[config.mk]
export PLATFORM = sky130hd
export DESIGN_NAME = serial_rx_buffer
export DESIGN_NICKNAME = d
export VERILOG_FILES = /design/src/rtl/serial_rx_buffer.sv
export SDC_FILE = /design/constraint.sdc
export NUM_CORES = 1
export LEC_CHECK = 0
export CAP_MARGIN = 30
export CORE_AREA = 2 2 95 188
export DETAILED_ROUTE_END_ITERATION = 16
export DIE_AREA = 0 0 97 190
export GPL_ROUTABILITY_DRIVEN = 0
export GPL_TIMING_DRIVEN = 0
export HOLD_SLACK_MARGIN = 0.1
export PLACE_DENSITY_LB_ADDON = 0.12
export RECOVER_POWER = 50
export SLEW_MARGIN = 20
export SYNTH_ARGS = -nofsm -noshare
export SYNTH_HDL_FRONTEND = slang
export SYNTH_SLANG_ARGS = --single-unit
[constraint.sdc]
create_clock -name clk -period 3.9 [get_ports clk]
set_input_delay 0.585 -clock clk [delete_from_list [all_inputs] [get_ports clk]]
set_output_delay 0.585 -clock clk [all_outputs]
set_load 0.05 [all_outputs]
[src/rtl/serial_rx_buffer.sv]
// Receive-side byte FIFO between the serial receiver and the peripheral read path.
// First-word-fall-through output, sticky overrun on drops, and hysteretic RTS flow control.
module serial_rx_buffer #(
    parameter int DEPTH_LOG2 = 4,
    parameter int HIGH_WATER = 12,
    parameter int LOW_WATER  = 4
) (
    input  logic                  clk,
    input  logic                  reset_n,
    input  logic [7:0]            in_data,
    input  logic                  in_attention,
    input  logic                  rd,
    output logic [7:0]            rd_data,
    output logic [DEPTH_LOG2:0]   count,
    output logic                  empty,
    output logic                  full,
    output logic                  overrun,
    input  logic                  clr_overrun,
    output logic                  rts_n
);
    localparam int DEPTH = 1 << DEPTH_LOG2;
    localparam logic [DEPTH_LOG2:0] FULL_CNT = (DEPTH_LOG2 + 1)'(DEPTH);
    localparam logic [DEPTH_LOG2:0] HW_CNT   = (DEPTH_LOG2 + 1)'(HIGH_WATER);
    localparam logic [DEPTH_LOG2:0] LW_CNT   = (DEPTH_LOG2 + 1)'(LOW_WATER);

    if (!(HIGH_WATER > LOW_WATER && HIGH_WATER <= DEPTH)) begin : g_bad_cfg
        $error("serial_rx_buffer: need LOW_WATER < HIGH_WATER <= 2**DEPTH_LOG2");
    end

    typedef enum logic {ST_RUN = 1'b0, ST_STOP = 1'b1} rts_state_t;

    logic [7:0]            r_mem [DEPTH];
    logic [DEPTH_LOG2-1:0] r_wr_ptr;
    logic [DEPTH_LOG2-1:0] r_rd_ptr;
    logic [DEPTH_LOG2:0]   r_count;
    logic                  r_overrun;
    rts_state_t            r_state;
    logic                  r_rts_n;

    logic                  w_pop;
    logic                  w_push;
    logic                  w_drop;
    logic [DEPTH_LOG2:0]   w_count_next;

    assign empty   = (r_count == '0);
    assign full    = (r_count == FULL_CNT);
    assign count   = r_count;
    assign overrun = r_overrun;
    assign rts_n   = r_rts_n;
    assign rd_data = r_mem[r_rd_ptr];

    // A pop in the same cycle frees the slot, so a full FIFO can still accept.
    assign w_pop  = rd && !empty;
    assign w_push = in_attention && (!full || w_pop);
    assign w_drop = in_attention && !w_push;

    always_comb begin
        w_count_next = r_count;
        case ({w_push, w_pop})
            2'b10:   w_count_next = r_count + 1'b1;
            2'b01:   w_count_next = r_count - 1'b1;
            default: w_count_next = r_count;
        endcase
    end

    always_ff @(posedge clk) begin
        if (reset_n && w_push) begin
            r_mem[r_wr_ptr] <= in_data;
        end
    end

    always_ff @(posedge clk) begin
        if (!reset_n) begin
            r_wr_ptr  <= '0;
            r_rd_ptr  <= '0;
            r_count   <= '0;
            r_overrun <= 1'b0;
        end else begin
            if (w_push) begin
                r_wr_ptr <= r_wr_ptr + 1'b1;
            end
            if (w_pop) begin
                r_rd_ptr <= r_rd_ptr + 1'b1;
            end
            r_count <= w_count_next;
            // A drop in the same cycle as a clear leaves the flag set.
            if (w_drop) begin
                r_overrun <= 1'b1;
            end else if (clr_overrun) begin
                r_overrun <= 1'b0;
            end
        end
    end

    // Thresholds are judged on the next occupancy so RTS moves in the same cycle as count.
    always_ff @(posedge clk) begin
        if (!reset_n) begin
            r_state <= ST_RUN;
            r_rts_n <= 1'b0;
        end else begin
            case (r_state)
                ST_RUN: begin
                    if (w_count_next >= HW_CNT) begin
                        r_state <= ST_STOP;
                        r_rts_n <= 1'b1;
                    end
                end
                ST_STOP: begin
                    if (w_count_next <= LW_CNT) begin
                        r_state <= ST_RUN;
                        r_rts_n <= 1'b0;
                    end
                end
                default: begin
                    r_state <= ST_RUN;
                    r_rts_n <= 1'b0;
                end
            endcase
        end
    end
endmodule

==> metrics, run 1 <==
Inserted Clock Buffers 17; Final ANT Viol Nets 0; reg2reg start count[0]; total track usage 0.1464; hpwl dp 8.685 mm; Ys Warns 0; CTS clk-pin slew, worst paths ~0.06 ns; Worst Hold Depth 1; num rows 68; worst-path maximum fanout 10; antenna violations before repair 1; critical path arrival about 3.2 ns; Worst Slack Setup Final 0.1639 ns; Synth Area per Inst 18.84 µm²; Post-route DRC 0; gr busiest metal met2; Post-CTS Setup Repair Bufs 0; Tot Pwr 4628 µW; vias 3046; Initial Util 0.3515; initial DRC count 150; worst endpoint required time 3.31 ns; PD cells 649.6 nW/µm²; drt via density 5.171; fin crit period 3.736 ns; setup TNS 0 ns; Multi-input gate area 1649 µm²; TritonCTS clock tree yes; H-tree Lvls 4; largest net degree at the start of global routing 17; fraction of layout cells with a size suffix above 1 0.2111; Crit. End Element output port; worst setup path category reg2out; Net Sw Frac 0.3029; Detailed Route WL 12.69 mm; FF-to-FF End r_state; status finished clean; Die X-Extent 97 µm; Port Buf Inserts 29; core region area 17100 µm²; M2 GR Usage 0.2561; hold crit path type reg2reg; diode count 0; Die H approximately 190 µm; sequential-to-total area share from yosys stat 0.7061; IO Count 30; Synth cell types 46; Top FF cell, synth edfxtp_1; syn_nets ~340; Post-synth EDFFs 128; total grt overflow 0; combinational share of power 0.264; Int Pwr 3226 µW; Max-Cap Viols 0; relative slew slack 0.3582; #FFs+latches synth roughly 150; wire length per cell 21.55 µm; first-pass GRT wire length 19.59 mm; max incr delay on CP ~0.71 ns; CP endpoint rd_data[7]; sw power 1402 µW; Gate Count Post-Synth between 300 and 400; vias in the first global route approximately 3.2k; Fin. Hold Viols 0; first-pass iteration count of the detailed router 4; Final period util 0.9580; area growth from synthesis to layout 18.53%; pre-CTS setup slack about 0.22 ns; Static Leakage roughly 0.0023 µW; Hold Slack 0.4482 ns; CP startpoint kind flop; actual slew at the worst max-slew pin between 0.9 and 1 ns; mapped cell area 6011 µm²; Slew Limit Fails 0; GR Layer Usage met3 0.03380; Max Freq 267.7 MHz; Layout fillers 1529; Flop pwr share 0.395; clock tree buffer depth 2; flip-flop and latch area 4244 µm²; final setup violation count 0; area of the die ~18000 µm²; hold path startpoint r_state; FF-to-FF path depth 12; Util after Layout 0.4166; Peak VDD IR ~320 µV; CP dominant cell by count mux4_2; grt met1 use 0.1802; Clock Power Share 0.341; Synth async-reset ratio 0; clk_lat worst skew 0.41 ns; crit-path cells clkbuf_1, mux4_2, mux4_2, clkdlybuf4s50_1; Slowest-stage cell, CP clkdlybuf4s50_1; clk sinks 148; fin nets 390; root buf cell clkbuf_16; skew final 0.008135 ns; Worst R2R Setup Slack 0.28 ns
-- power groups by stage --
| stage | clock (µW) | sequential (µW) | combinational [µW] |
|---|---|---|---|
| after floorplan | 0 | 1930 | 803 |
| after global placement | 0 | 1860 | 1230 |
| after detailed placement | 0 | 1860 | 1250 |
| after global routing | 1670 | 1840 | 1320 |
| final | 1580 | 1830 | 1220 |
| after CTS | 1610 | 1830 | 1260 |
-- state kept, by name, indices dropped and copies added (netlist names), named ones only --
register  flops
overrun       1
r_rd_ptr      4
rts_n         1
r_mem       128
count         5
r_wr_ptr      4
r_state       1
-- through the flow --
step                cells  instance area [µm²]
global placement      558                 6564
floorplan             319                 6011
detailed placement    558                 6564
CTS                   589                 7141
finish                589                 7124
global route          589                 7124
-- cell type report --
cell class	count	area share
sequential	148	0.5957
multi-input combinational	148	0.2315
clock buffer	17	0.05971
timing repair buffer	29	0.04074
tap	210	0.03688
clock inverter	14	0.02125
buffer	14	0.009484
inverter	9	0.004742
-- Yosys cell counts, types with 2 or more instances --
master    count  area (µm²)
nand3_1       3       15.01
ha_1          9       112.6
dfxtp_1      20       400.4
nor3b_1       4       30.03
mux4_2       40       900.9
and2_1        8       50.05
buf_2         6       30.03
nor2_1       21       78.83
or2_2         2       12.51
o21a_1        2       15.01
a21oi_1       5       25.02
buf_1         2       7.510
or3_1         3       18.77
mux2i_1       4       40.04
nand3b_1      2       15.01
nand2_1       4       15.01
o211ai_1      2       15.01
clkbuf_1      5       18.77
nor3_1        2       10.01
inv_1         9       33.78
nor2b_1       8       50.05
edfxtp_1    128        3844
xnor2_1       7       61.31
-- cells by family (layout without fill, tap and decap cells) --
| kind of cell | count (synthesis) | in the layout | share of synthesized area |
|---|---|---|---|
| DFF | 148 | 148 | 0.7061 |
| and+or+nand+nor | 66 | 66 | 0.06307 |
| muxes | 44 | 44 | 0.1565 |
| buffers and inverters | 23 | 83 | 0.01686 |
| AOI/OAI and AO/OA | 20 | 20 | 0.02373 |
| adders and majority gates | 10 | 10 | 0.02207 |
| xor gates and xnor gates | 8 | 8 | 0.01166 |
-- layout by cell type, fill, tap and decap left out, types with 3 or more instances in the layout --
| cell | count |
|---|---|
| inv_1 | 9 |
| and2_0 | 5 |
| edfxtp_1 | 128 |
| buf_2 | 6 |
| inv_6 | 4 |
| nor2b_1 | 8 |
| ha_1 | 9 |
| nor2_1 | 21 |
| clkdlybuf4s50_1 | 16 |
| nor3b_1 | 4 |
| a21oi_1 | 5 |
| mux4_2 | 40 |
| and2_1 | 3 |
| clkbuf_1 | 5 |
| xnor2_1 | 7 |
| dlygate4sd3_1 | 13 |
| clkbuf_16 | 17 |
| or3_1 | 3 |
| nand2_1 | 5 |
| mux2i_1 | 4 |
| dfxtp_1 | 20 |
| nand3_1 | 3 |
-- metal layers --
layer | wire [µm] | part of all wire
met1 | 5339 | 0.42
met2 | 6800 | 0.54
met3 | 382 | 0.030
met4 | 154 | 0.012
met5 | 13 | 0.0010
-- worst max-delay path: cells and delay by family, from the launching register on --
kind / cells / cell delay [ns]
muxes: 2 / 0.99
DFF: 1 / 0.45
buffers and inverters: 2 / 1.30
-- worst min path at each step --
stage          endpoint
6_report          rts_n
5_1_grt           rts_n
4_1_cts           rts_n
3_5_place_dp      rts_n
3_3_place_gp      rts_n
2_1_floorplan     rts_n
-- what timing repair did --
item,4_1_cts,5_1_grt
setup endpoints to repair,0,1
endpoints found under the hold margin,0,0
hold buffers,0,0
gates resized for setup,0,1
Note: power is estimated with default switching activity, not from simulation.
==> inputs of run 2 (changes only) <==
Settings changed: DONT_BUFFER_PORTS set to 1, SLEW_MARGIN 20 to not set.
==> run 2 against run 1 <==
Net effect: first-iteration DRC count up 60%; via count down 4.3%; cell count down 4.2%; non-clock buffer count down 25; core utilization down 1.4 points; clock-buffer cell count unchanged; critical path depth up 7; global-route usage down 0.33 points; critical endpoint is now r_state.
==> metrics, run 2 (same netlist as run 1, synthesis figures left out) <==
Die H 190 µm; largest net degree at the start of global routing 17; Post-CTS Hold Fix Bufs 0; CP startpoint kind flop; total track usage 0.1430; worst-path maximum fanout 9; drt via density between 5 and 6; Max-Cap Viols 0; combinational share of power 0.227; vias roughly 2.9k; Hold EP r_mem[10][5]; status finished clean; Slew Limit Fails 0; Inserted Clock Buffers 17; CTS clk-pin slew, worst paths 0.06 ns; hold crit path type in2reg; IO Count 30; fin crit period 3.680 ns; sw power 1364 µW; Final period util 0.9436; Worst Hold Depth 0; hold path startpoint in_data[5]; area of the die 18430 µm²; FF-to-FF path depth 11; clk sinks 148; Clock Power Share 0.340; worst endpoint required time 4.19 ns; Worst R2R Setup Slack around 0.22 ns; diode count 0; critical path arrival 3.97 ns; root buf cell clkbuf_16; wire length per cell roughly 22 µm; final setup violation count 0; Port Buf Inserts 0; fraction of layout cells with a size suffix above 1 0.2655; first-pass iteration count of the detailed router 4; placed insts 533; core region area 17100 µm²; Final ANT Viol Nets 0; Peak VDD IR 326.1 µV; Initial Util 0.3515; Die X-Extent 97 µm; Crit. End Element flop; Net Sw Frac 0.3074; H-tree Lvls 4; reg2reg start count[3]; skew final 0.007167 ns; total grt overflow 0; Post-route DRC 0; clock tree buffer depth 2; FF-to-FF End r_state; first-pass GRT wire length around 19 mm; TritonCTS clock tree yes; Top reg by flops r_mem; relative slew slack 0.3652; Hold Slack 0.2636 ns; Layout Cells excl Fill about 560; Flop pwr share 0.433; actual slew at the worst max-slew pin 0.9488 ns; hpwl dp between 8 and 9 mm; RSZ-0062 raised after global routing false; Detailed Route WL about 12 mm; Max Freq 271.7 MHz; antenna violations before repair 0; Fin. Hold Viols 0; num rows 68; Util after Layout 0.4022; fin nets roughly 370; initial DRC count 240; setup TNS 0 ns; Static Leakage about 0.0022 µW; PD cells 645.4 nW/µm²; Int Pwr 3075 µW; most common cell after layout, fill and taps aside edfxtp_1; commonest cells after routing, fill and taps aside 128 x edfxtp_1, 40 x mux4_2, 21 x nor2_1; clk_lat worst skew 0.41 ns; area growth from synthesis to layout 14.43%; worst setup path category reg2reg; max reg flops between 100 and 150; vias in the first global route 3087
run 2: cell types whose count changed in the layout (fill, tap and decap cells not counted), moves of 2 or more:
cell,previous run,this run
buf_4,0,4
clkdlybuf4s50_1,16,0
clkinv_1,2,0
clkinvlp_4,2,6
dfxtp_1,20,17
dfxtp_2,0,3
dlygate4sd3_1,13,0
run 2: critical path, cell delays in order (launching register included):
cell	delay (ns)
dfxtp_1	0.52
or4_4	0.53
o31a_1	0.28
buf_6	0.15
inv_1	0.05
ha_1	0.28
ha_1	0.35
nor2b_1	0.20
a221oi_1	0.43
o311ai_2	0.24
a2111oi_2	0.44
nor2b_1	0.08
run 2: repair_timing:
action,in CTS,in global routing
gates resized for setup,1,5
pin swaps,0,1
setup endpoints to repair,1,2
setup buffers,0,0
run 2: worst max path at each step:
stage                  start      end  slack (ns)  depth (start not counted)
global placement    count[0]  r_state        0.16                         12
CTS                 count[0]  r_state        0.04                         12
floorplan           count[0]  r_state        0.61                         12
detailed placement  count[0]  r_state       0.007                         12
finish              count[3]  r_state        0.22                         11
global route        count[3]  r_state       0.009                         12
run 2: area by class of cell:
cell class	instances	area, µm²
fillers	1523	10220
plain buffers	14	67.56
repair buffers	4	30.03
flip-flops and latches	148	4248
clock buffers	17	425.4
well taps	210	262.8
multi-input cells	148	1679
clock inverters	14	131.4
inverters	9	33.78
run 2: through the flow:
step                      power (µW)  setup slack (ns)  cell area (µm²)
after floorplan                 2735            0.6064             6011
after global placement          2920            0.1600             6274
after detailed placement        2948          0.007215             6304
after CTS                       4462           0.04439             6862
after global routing            4634          0.009017             6878
final                           4439            0.2199             6878
run 2: routing by layer:
| metal | routed length [µm] | GRT usage | share of wire |
|---|---|---|---|
| met5 | 0 | 0 | 0 |
| met2 | 6256 | 0.2318 | 0.51 |
| met4 | 193 | 0.05146 | 0.016 |
| met1 | 5473 | 0.1880 | 0.44 |
| met3 | 394 | 0.03527 | 0.032 |
run 2: power groups by stage:
stage / sequential, µW / clock, µW / combinational, µW
finish: 1920 / 1510 / 1010
global route: 1930 / 1610 / 1100
CTS: 1920 / 1540 / 1000
detailed placement: 1950 / 0 / 997
global placement: 1950 / 0 / 973
floorplan: 1930 / 0 / 803
==> inputs of run 3 (changes only) <==
Settings changed: CORE_AREA 2 2 95 188 to 2 2 81 161, DIE_AREA 0 0 97 190 to 0 0 83 163.
==> run 3 against run 2 <==
Net effect: maximum frequency up 0.33%; total power down 1.4%; flip-flop and latch count unchanged; first-iteration DRC count down 15%; sequential power about the same; critical endpoint unchanged; largest power group unchanged; worst hold slack better by 0.0027 ns; cell count down 11%; clock-buffer cell count up 2; via count up 1.6%; combinational power about the same; non-clock buffer count down 2.
==> metrics, run 3 (same netlist as run 1, synthesis figures left out) <==
Fin. Hold Viols 0; relative slew slack 0.2672; Levels on crit path 12; max incr delay on CP 0.53 ns; Final ANT Viol Nets 0; Max-Cap Viols 0; wire length per cell 23.51 µm; status finished clean; clk sinks 148; initial DRC count 205; drt via density 5.900; PD cells around 650 nW/µm²; crit-path cells or4_4, o31a_1, buf_6, inv_1, ha_1, inv_1, fa_1, xnor2_1, mux2i_1, o311ai_2, a2111oi_0, nor2b_1; CP bufs+invs 3; vias 2962; RSZ-0062 raised after global routing false; Post-CTS Hold Fix Bufs 0; skew final between 0.01 and 0.015 ns; hold crit path type in2reg; CTS resizes 0; fin nets ~360; sw power 1313 µW; first-pass iteration count of the detailed router 4; Setup crit start count[3]; reg2reg start count[3]; CP endpoint r_state; H-tree Lvls 4; actual slew at the worst max-slew pin 1.095 ns; FF-to-FF End r_state; Flop pwr share 0.439; clk_lat worst skew 0.41 ns; Int Pwr 3063 µW; largest net degree at the start of global routing 17; Net Sw Frac 0.3000; Top Family by Delay on Critical Path compound AO/OA/AOI/OAI gates; Layout fillers 954; Post-DP Area 6198 µm²; Peak VDD IR 378.9 µV; max reg flops 128; Port Buf Inserts 0; area of the die 13530 µm²; Clock Power Share 0.336; FF-to-FF path depth 12; Multi-input gate area 1673 µm²; most common cell after layout, fill and taps aside edfxtp_1; placed insts 469; antenna violations before repair 0; Die H roughly 160 µm; num rows 58; flip-flop and latch area 4248 µm²; Worst R2R Setup Slack around 0.23 ns; setup TNS 0 ns; Max Freq 272.6 MHz; combinational share of power 0.225; Layout Cells excl Fill roughly 500; vias in the first global route between 3k and 4k; commonest cells after routing, fill and taps aside 128 x edfxtp_1, 40 x mux4_2, 21 x nor2_1; Static Leakage 0.002171 µW; clock tree buffer depth 2; Initial Util 0.4844; Crit. End Element flop; core region area approximately 12000 µm²; Slowest-stage cell, CP or4_4; Die X-Extent 83 µm; fraction of layout cells with a size suffix above 1 0.2472; Inserted Clock Buffers 17; CTS clk-pin slew, worst paths ~0.060 ns; Post-route DRC 0; worst setup path category reg2reg; IO Count 30; final setup violation count 0; critical path arrival approximately 4.0 ns; Post-CTS Setup Repair Bufs 0; total track usage 0.1878; CP startpoint kind flop; Finished Cell Area roughly 6800 µm²; diode count 0; Final period util 0.9405; first-pass GRT wire length between 15 and 20 mm; Slew Limit Fails 0; Detailed Route WL 11.80 mm; fin crit period 3.668 ns; total grt overflow 0; worst endpoint required time 4.19 ns; Top reg by flops r_mem; CP dominant cell by count inv_1; area growth from synthesis to layout 12.59%; worst-path maximum fanout 9; root buf cell clkbuf_16; TritonCTS clock tree yes; hpwl dp 7.703 mm
run 3: power by group through the flow:
| stage | clock [µW] | combinational (µW) | sequential [µW] |
|---|---|---|---|
| finish | 1470 | 986 | 1920 |
| global placement | 0 | 956 | 1950 |
| detailed placement | 0 | 983 | 1950 |
| CTS | 1500 | 985 | 1920 |
| floorplan | 0 | 803 | 1930 |
| global route | 1560 | 1070 | 1930 |
run 3: routing by layer:
| layer | global-route usage | vias up | wire [µm] |
|---|---|---|---|
| met3 | 0.04511 | 14 | 508 |
| met2 | 0.3314 | 73 | 6452 |
| met5 | 0 | - | 0 |
| li1 | - | 1317 | - |
| met1 | 0.2262 | 1558 | 4653 |
| met4 | 0.06185 | 0 | 189 |
run 3: final cells by class:
type / count / share of cell area
Sequential cell: 148 / 0.6277
Multi-Input combinational cell: 148 / 0.2472
Clock buffer: 19 / 0.06397
Tap cell: 150 / 0.02773
Clock inverter: 12 / 0.01627
Buffer: 14 / 0.009983
Inverter: 9 / 0.004992
Timing Repair Buffer: 2 / 0.002219
run 3: worst min path at each step:
stage,end,slack [ns],cells past startpoint,from
floorplan,rts_n,0.40,1,r_state
global placement,rts_n,0.42,1,r_state
detailed placement,rts_n,0.43,1,r_state
CTS,r_mem[12][4],0.25,0,in_data[4]
global route,r_mem[12][4],0.24,0,in_data[4]
finish,r_mem[12][2],0.27,0,in_data[2]
run 3: metrics by stage:
stage	setup slack, ns	util	hold slack [ns]	total power, µW
3_5_place_dp	0.09231	0.4995	0.4302	2932
6_report	0.2321	0.5454	0.2662	4377
4_1_cts	0.07423	0.5433	0.2519	4399
5_1_grt	0.06769	0.5454	0.2439	4560
3_3_place_gp	0.2171	0.4995	0.4158	2901
2_1_floorplan	0.6064	-	0.4004	2735
